--- config.mk ---
export PLATFORM = sky130hd
export DESIGN_NAME = branch_pc_sequencer
export DESIGN_NICKNAME = d
export VERILOG_FILES = /design/src/rtl/branch_pc_sequencer.sv
export SDC_FILE = /design/constraint.sdc
export NUM_CORES = 1
export LEC_CHECK = 0
export CELL_PAD_IN_SITES_DETAIL_PLACEMENT = 1
export CELL_PAD_IN_SITES_GLOBAL_PLACEMENT = 2
export CORE_MARGIN = 4
export CORE_UTILIZATION = 30
export CTS_CLUSTER_SIZE = 8
export DETAILED_ROUTE_END_ITERATION = 10
export PLACE_DENSITY_LB_ADDON = 0.25
export RECOVER_POWER = 25
export SLEW_MARGIN = 20
export SYNTH_ARGS = -nofsm -noshare
export SYNTH_HDL_FRONTEND = slang
export SYNTH_SLANG_ARGS = --single-unit
--- constraint.sdc ---
create_clock -name clk_i -period 5.9 [get_ports clk_i]
set_input_delay 0.59 -clock clk_i [delete_from_list [all_inputs] [get_ports clk_i]]
set_output_delay 0.59 -clock clk_i [all_outputs]
set_load 0.05 [all_outputs]
--- src/rtl/branch_pc_sequencer.sv ---
// branch_pc_sequencer
// Owns the fetch PC. Each cycle the next PC is PC+4, the held PC (stall), or a
// taken-branch target computed as BranchPC + (offset << 2). A taken branch that
// resolves while the pipeline is stalled is parked in pend_target_q and applied
// at the first unstalled cycle. The flush/redirect lines are combinational so
// they act on the same edge that loads the new PC.
//
// Ports
//   clk_i            system clock, rising edge
//   rst_ni           asynchronous active-low reset
//   stall_i          load-use hazard: hold PC
//   branch_valid_i   EX stage holds a branch resolving this cycle
//   branch_taken_i   branch condition true (qualified by branch_valid_i)
//   branch_pc_i      PC+4 of the resolving branch
//   branch_offset_i  sign-extended immediate in word units
//   pc_o             current fetch address (registered)
//   pc_plus4_o       pc_o + 4
//   flush_ifid_o     clear IF/ID at the coming edge
//   flush_idex_o     clear ID/EX at the coming edge
//   redirect_o       PC loads a branch target at the coming edge
//   branch_count_o   saturating count of accepted branches
//   taken_count_o    saturating count of accepted taken branches
//   pending_o        debug view of the FSM: 1 while a target is parked
//
// Handshake: branch_valid_i is a one-cycle qualifier with no back-pressure; a
// branch is accepted in the cycle it is presented if the FSM is in RUN, and is
// ignored (wrong path) while PENDING.
module branch_pc_sequencer #(
  parameter logic [31:0] RESET_PC = 32'h0000_0000,
  parameter int          CNT_W    = 16
) (
  input  logic             clk_i,
  input  logic             rst_ni,
  input  logic             stall_i,
  input  logic             branch_valid_i,
  input  logic             branch_taken_i,
  input  logic [31:0]      branch_pc_i,
  input  logic [31:0]      branch_offset_i,
  output logic [31:0]      pc_o,
  output logic [31:0]      pc_plus4_o,
  output logic             flush_ifid_o,
  output logic             flush_idex_o,
  output logic             redirect_o,
  output logic [CNT_W-1:0] branch_count_o,
  output logic [CNT_W-1:0] taken_count_o,
  output logic             pending_o
);

  typedef enum logic {
    RUN     = 1'b0,
    PENDING = 1'b1
  } state_e;

  localparam logic [CNT_W-1:0] CNT_ONE = {{(CNT_W-1){1'b0}}, 1'b1};

  state_e           state_q, state_d;
  logic [31:0]      pc_q, pc_d;
  logic [31:0]      pend_target_q, pend_target_d;
  logic [CNT_W-1:0] branch_cnt_q, branch_cnt_d;
  logic [CNT_W-1:0] taken_cnt_q, taken_cnt_d;

  logic [31:0] target;
  logic        accept;
  logic        taken;
  logic        redirect;

  // Word-scaled target; wraps modulo 2^32.
  assign target = branch_pc_i + (branch_offset_i << 2);
  assign accept = (state_q == RUN) && branch_valid_i;
  assign taken  = accept && branch_taken_i;

  // Gated by rst_ni so the lines stay low for the whole reset interval even
  // if the inputs would otherwise request a redirect.
  assign redirect = rst_ni && !stall_i && (taken || (state_q == PENDING));

  always_comb begin
    state_d       = state_q;
    pc_d          = pc_q;
    pend_target_d = pend_target_q;
    branch_cnt_d  = branch_cnt_q;
    taken_cnt_d   = taken_cnt_q;

    if (state_q == RUN) begin
      if (taken) begin
        if (stall_i) begin
          pend_target_d = target;
          state_d       = PENDING;
        end else begin
          pc_d = target;
        end
      end else if (!stall_i) begin
        pc_d = pc_q + 32'd4;
      end
    end else if (!stall_i) begin
      pc_d    = pend_target_q;
      state_d = RUN;
    end

    // Counters saturate at all-ones.
    if (accept && (branch_cnt_q != '1)) begin
      branch_cnt_d = branch_cnt_q + CNT_ONE;
    end
    if (taken && (taken_cnt_q != '1)) begin
      taken_cnt_d = taken_cnt_q + CNT_ONE;
    end
  end

  always_ff @(posedge clk_i or negedge rst_ni) begin
    if (!rst_ni) begin
      state_q       <= RUN;
      pc_q          <= RESET_PC;
      pend_target_q <= 32'h0000_0000;
      branch_cnt_q  <= '0;
      taken_cnt_q   <= '0;
    end else begin
      state_q       <= state_d;
      pc_q          <= pc_d;
      pend_target_q <= pend_target_d;
      branch_cnt_q  <= branch_cnt_d;
      taken_cnt_q   <= taken_cnt_d;
    end
  end

  assign pc_o           = pc_q;
  assign pc_plus4_o     = pc_q + 32'd4;
  assign redirect_o     = redirect;
  assign flush_ifid_o   = redirect;
  assign flush_idex_o   = redirect;
  assign branch_count_o = branch_cnt_q;
  assign taken_count_o  = taken_cnt_q;
  assign pending_o      = (state_q == PENDING);

endmodule

Yosys cells after proc, flatten, opt, wreduce, memory -nomap -nowiden
Index checks and enable logic that the tools add are counted.
{"block": "classes", "addsub": 4, "eq_ne": 2, "n_mux": 8, "n_bitwise": 1, "n_reduce_logical": 9}
{"operator": "$mux W32", "n": 5}
{"operator": "$add A16 B1 Y16 const B", "n": 2}
{"operator": "$add A32 B3 Y32 const B", "n": 1}
{"operator": "$add A32 B32 Y32", "n": 1}
{"operator": "$ne A16 B16 Y1 const B", "n": 2}
{"operator": "$logic_and A1 B1 Y1", "n": 6}
{"operator": "$mux W1", "n": 3}
{"operator": "$reduce_and A3 Y1", "n": 1}
{"operator": "$logic_not A1 Y1", "n": 1}
{"operator": "$logic_or A1 B1 Y1", "n": 1}
{"operator": "$not A1 Y1", "n": 1}
{"block": "totals", "ff_bits": 97, "in_bits": 69, "output_inout_bits": 100, "word_cells": 29}

Depth between registers and ports, before layout
{"block": "logic_depth", "depth_word": 5, "mapped_depth": 11, "depth_no_buf": 11}

Least setup slack after synthesis
OpenSTA, ideal clock, no wires.
{"block": "synth_path", "path_type": "reg2out", "startpoint": "reg pc_q[4], in the netlist pc_o[4]", "endpoint": "out pc_plus4_o[31]", "arrival_time_ns": 2.789, "required_ns": 5.310, "slack_ns": 2.521, "stages_incl_launch_ff": 8, "n_path_buf": 2, "cell_sequence": "dfrtp_1 buf_2 nand4_4 nor4_4 and2_1 buf_4 nand3_1 xnor2_1"}
{"block": "synth_via", "elab_chain_len": 1}
{"item": "start, declared", "line": "57", "rtl": "logic [31:0] pc_q, pc_d;"}
{"item": "start signal, assigned", "line": "117", "rtl": "pc_q <= pc_d;"}
{"item": "$add A32 B3 Y32", "line": "125", "rtl": "assign pc_plus4_o = pc_q + 32'd4;"}
{"item": "end, declared", "line": "40", "rtl": "output logic [31:0] pc_plus4_o,"}
No other way between the ends.

Final worst setup path
{"block": "layout_path", "startpoint": "in rst_ni", "endpoint": "out flush_ifid_o"}
{"block": "layout_via", "elab_chain_len": 2}
{"item": "start, declared", "line": "33", "rtl": "input logic rst_ni,"}
{"item": "$logic_and A1 B1 Y1 (2 in a row)", "line": "74", "rtl": "assign redirect = rst_ni && !stall_i && (taken || (state_q == PENDING));"}
{"item": "end, declared", "line": "41", "rtl": "output logic flush_ifid_o,"}
No other way between the ends.

==> summary.txt <==
Worst setup path
  • R2r endpoint: pc_o[24]
  • Critical path type: in -> out
  • Cells on worst reg2reg path: 9
  • Worst Path Arrival: 3.56 ns
  • Worst path required time: 5.31 ns
  • Crit-path max FO: 42
  • Worst setup EP type: primary output
  • R2R Setup Slk: 3.15 ns
  • RR Startpoint: pc_o[2]
  • Critical path launch point type: input pin
  • Crit path launch: rst_ni

Placement
  • Placed Instances: 1,174
  • GP Congestion: 0.7669
  • PortBufs: 166
  • Placed wire-length estimate: 16,610 µm

Power and ir drop
  • Worst VDD drop: 182.6 µV
  • Leakage power: 0.003656 µW
  • Pwr/cell area: 350.5 nW/µm²
  • Pwr Total: 3084 µW

Final layout
  • Nets: 1,007
  • Non-filler cells, final: 1,190
  • Area grow syn2layout: 32.27%
  • ANT cells: 0
  • Fraction of layout cells with a size suffix above 1: 5.604%

Clock network
  • Clock sink total: 97
  • Total CTS buffers: 9
  • Clk pin slew, worst setup/hold paths: 0.07 ns
  • Hold buffers post-CTS: 0
  • Root buffer cell: clkbuf_16
  • Max H-tree Level: 3
  • Later-pin clock latency in the skew report: 0.35 ns
  • Buffer count from post-CTS setup fixing: 0
  • # resized after CTS: 0
  • Clock Path Buffers: 2
  • CTS tree: yes

Global routing
  • Global route overflow: 0
  • Vias in the first global route: 6,215
  • GRT Util Overall: 17.96%
  • Initial antenna violation count: 0
  • First-pass GRT wire length: 35,200 µm
  • Largest net degree at the start of global routing: 59

Timing
  • Clock Skews: 0.007870 ns
  • Endpoints failing setup: 0
  • Final hold viol count: 0
  • Slew HR: -58.68%
  • Tightest hold margin: 0.4819 ns
  • Setup_tns: 0 ns
  • Crit path time final: 4.152 ns
  • RSZ-0062 raised after global routing: no
  • Slew of the pin with the lowest slew margin: 2.380 ns
  • Maximum clock rate: 0.2408 GHz
  • Pins Over Slew Limit: 43
  • Post-route clock period utilization: 70.38%

Min path
  • Hold path depth: 2
  • HP Class: reg -> reg
  • Worst Hold Path EP: pend_target_q[23]
  • Hold_sp: pend_target_q[23]

Logic synthesis
  • Mapped Nets: 866
  • Seq/Total Area, Yosys: 36.48%
  • Mapped Cells: 764
  • Ys async rst share: 100.0%
  • Main synth FF type: dfrtp_1
  • Warnings from Yosys: 0
  • Post-Syn Area per Cell: 8.709 µm²
  • Mapped Area: 6654 µm²
  • EDFF count, synth: 0
  • Yosys cell types: 65
  • Seq cells post-synth: 97

Drt
  • Initial DRC Count: 293
  • Drt pass-1 iters: 5
  • Vias per cell: 5.177
  • Vias: 6,161
  • Routed len/inst: 18.53 µm
  • Final WL: 22,050 µm
  • Routed Antenna Nets: 0
  • Remaining design rule violation count: 0

Floorplan
  • Row count: 54
  • I/O pin count: 169
  • Initial Utilization: 30.49%
  • Die area: 24,630 µm²
  • Die height: 156.9 µm
  • Core footprint: 21,820 µm²
  • Die Wd: 156.9 µm

Run status
  • Failing checks: max-capacitance violations, max-slew violations
  • Outcome: complete, but fails checks

Flow run
  • Max-cap violations: 2
[state kept, by name (all words and copies together) (netlist names)]
signal	count
pending_o	1
pc_o	32
pend_target_q	32
taken_count_o	16
branch_count_o	16
[per-stage QoR]
step / area (µm²) / worst slack [ns] / util (%)
CTS: 8802 / 1.695 / 40.33
finish: 8801 / 1.748 / 40.33
floorplan: 6654 / 2.521 / -
detailed placement: 8518 / 2.010 / 39.03
global placement: 8518 / 2.022 / 39.03
global route: 8801 / 1.327 / 40.33
[synthesized netlist by cell type (12+ instances only)]
master	n	area [µm²]
o21ai_0	78	390.4
mux2_2	12	135.1
nand4_1	14	87.58
nor2_1	47	176.4
a21o_1	13	97.59
xor2_1	35	306.5
dfrtp_1	97	2427
nor3_1	17	85.08
clkbuf_1	30	112.6
nand3_1	24	120.1
xnor2_1	48	420.4
ha_1	32	400.4
nand2_1	102	382.9
inv_1	13	48.80
and3_1	15	93.84
a21oi_1	49	245.2
[worst max-delay path by stage]
| stage | endpoint | slack [ns] |
|---|---|---|
| floorplan | pc_plus4_o[31] | 2.52 |
| global route | flush_idex_o | 1.33 |
| CTS | pc_plus4_o[24] | 1.69 |
| global placement | redirect_o | 2.02 |
| finish | flush_ifid_o | 1.75 |
| detailed placement | flush_ifid_o | 2.01 |
[layout by cell type, fill, tap and decap left out, types with 4 or more instances in the layout]
cell type / count
o211ai_1: 4
inv_1: 13
a21o_1: 13
a211oi_1: 4
a21oi_1: 48
and2_1: 5
nand3_1: 24
o221ai_1: 5
or2_2: 5
xnor2_1: 48
o21a_1: 11
a31oi_1: 6
o21ai_0: 78
xor2_1: 35
dfrtp_1: 97
and3_1: 15
nor2_1: 47
nand4_1: 14
nor3_1: 17
and4_1: 4
clkbuf_16: 9
a221oi_1: 10
nand2_1: 101
ha_1: 32
o31a_1: 4
nor2b_1: 4
a22oi_1: 9
nor4_1: 5
mux2_2: 12
clkdlybuf4s50_1: 164
mux2i_1: 4
[layout make-up]
| cell class | instances | area (µm²) |
|---|---|---|
| clock inverters | 7 | 58.81 |
| multi-input cells | 613 | 4009 |
| clock buffers | 9 | 225.2 |
| inverters | 14 | 52.55 |
| well taps | 280 | 350.3 |
| flip-flops and latches | 97 | 2427 |
| repair buffers | 170 | 1678 |
| fillers | 2559 | 13020 |
[where the power goes]
part           switching (µW)  leakage (µW)  internal (µW)  total [µW]
combinational             974       0.00229            531        1510
clock                     285      0.000139            294         579
sequential                186       0.00122            814        1000
total                    1450       0.00366           1640        3080
[worst max-delay path, stage by stage]
cell and delay (ns):
clkbuf_1 1.65, and3_1 0.45, clkdlybuf4s50_1 0.83
[kinds of logic after synthesis]
family	share of synthesized area, %
flip-flops	36.48
buffers and inverters	3.441
XOR/XNOR	10.93
AO/OA/AOI/OAI	21.51
adder cells (fa/ha/maj)	6.318
multiplexers	2.633
AND/OR/NAND/NOR	18.69
[routing by layer]
layer / up-vias / track usage (%) / wire [µm]
li1: 3021 / - / -
met1: 2997 / 26.47 / 10940
met2: 133 / 28.25 / 10030
met3: 10 / 3.052 / 945
met4: 0 / 2.727 / 141
met5: - / 0 / 0
Power figures use the tool's default switching activity.
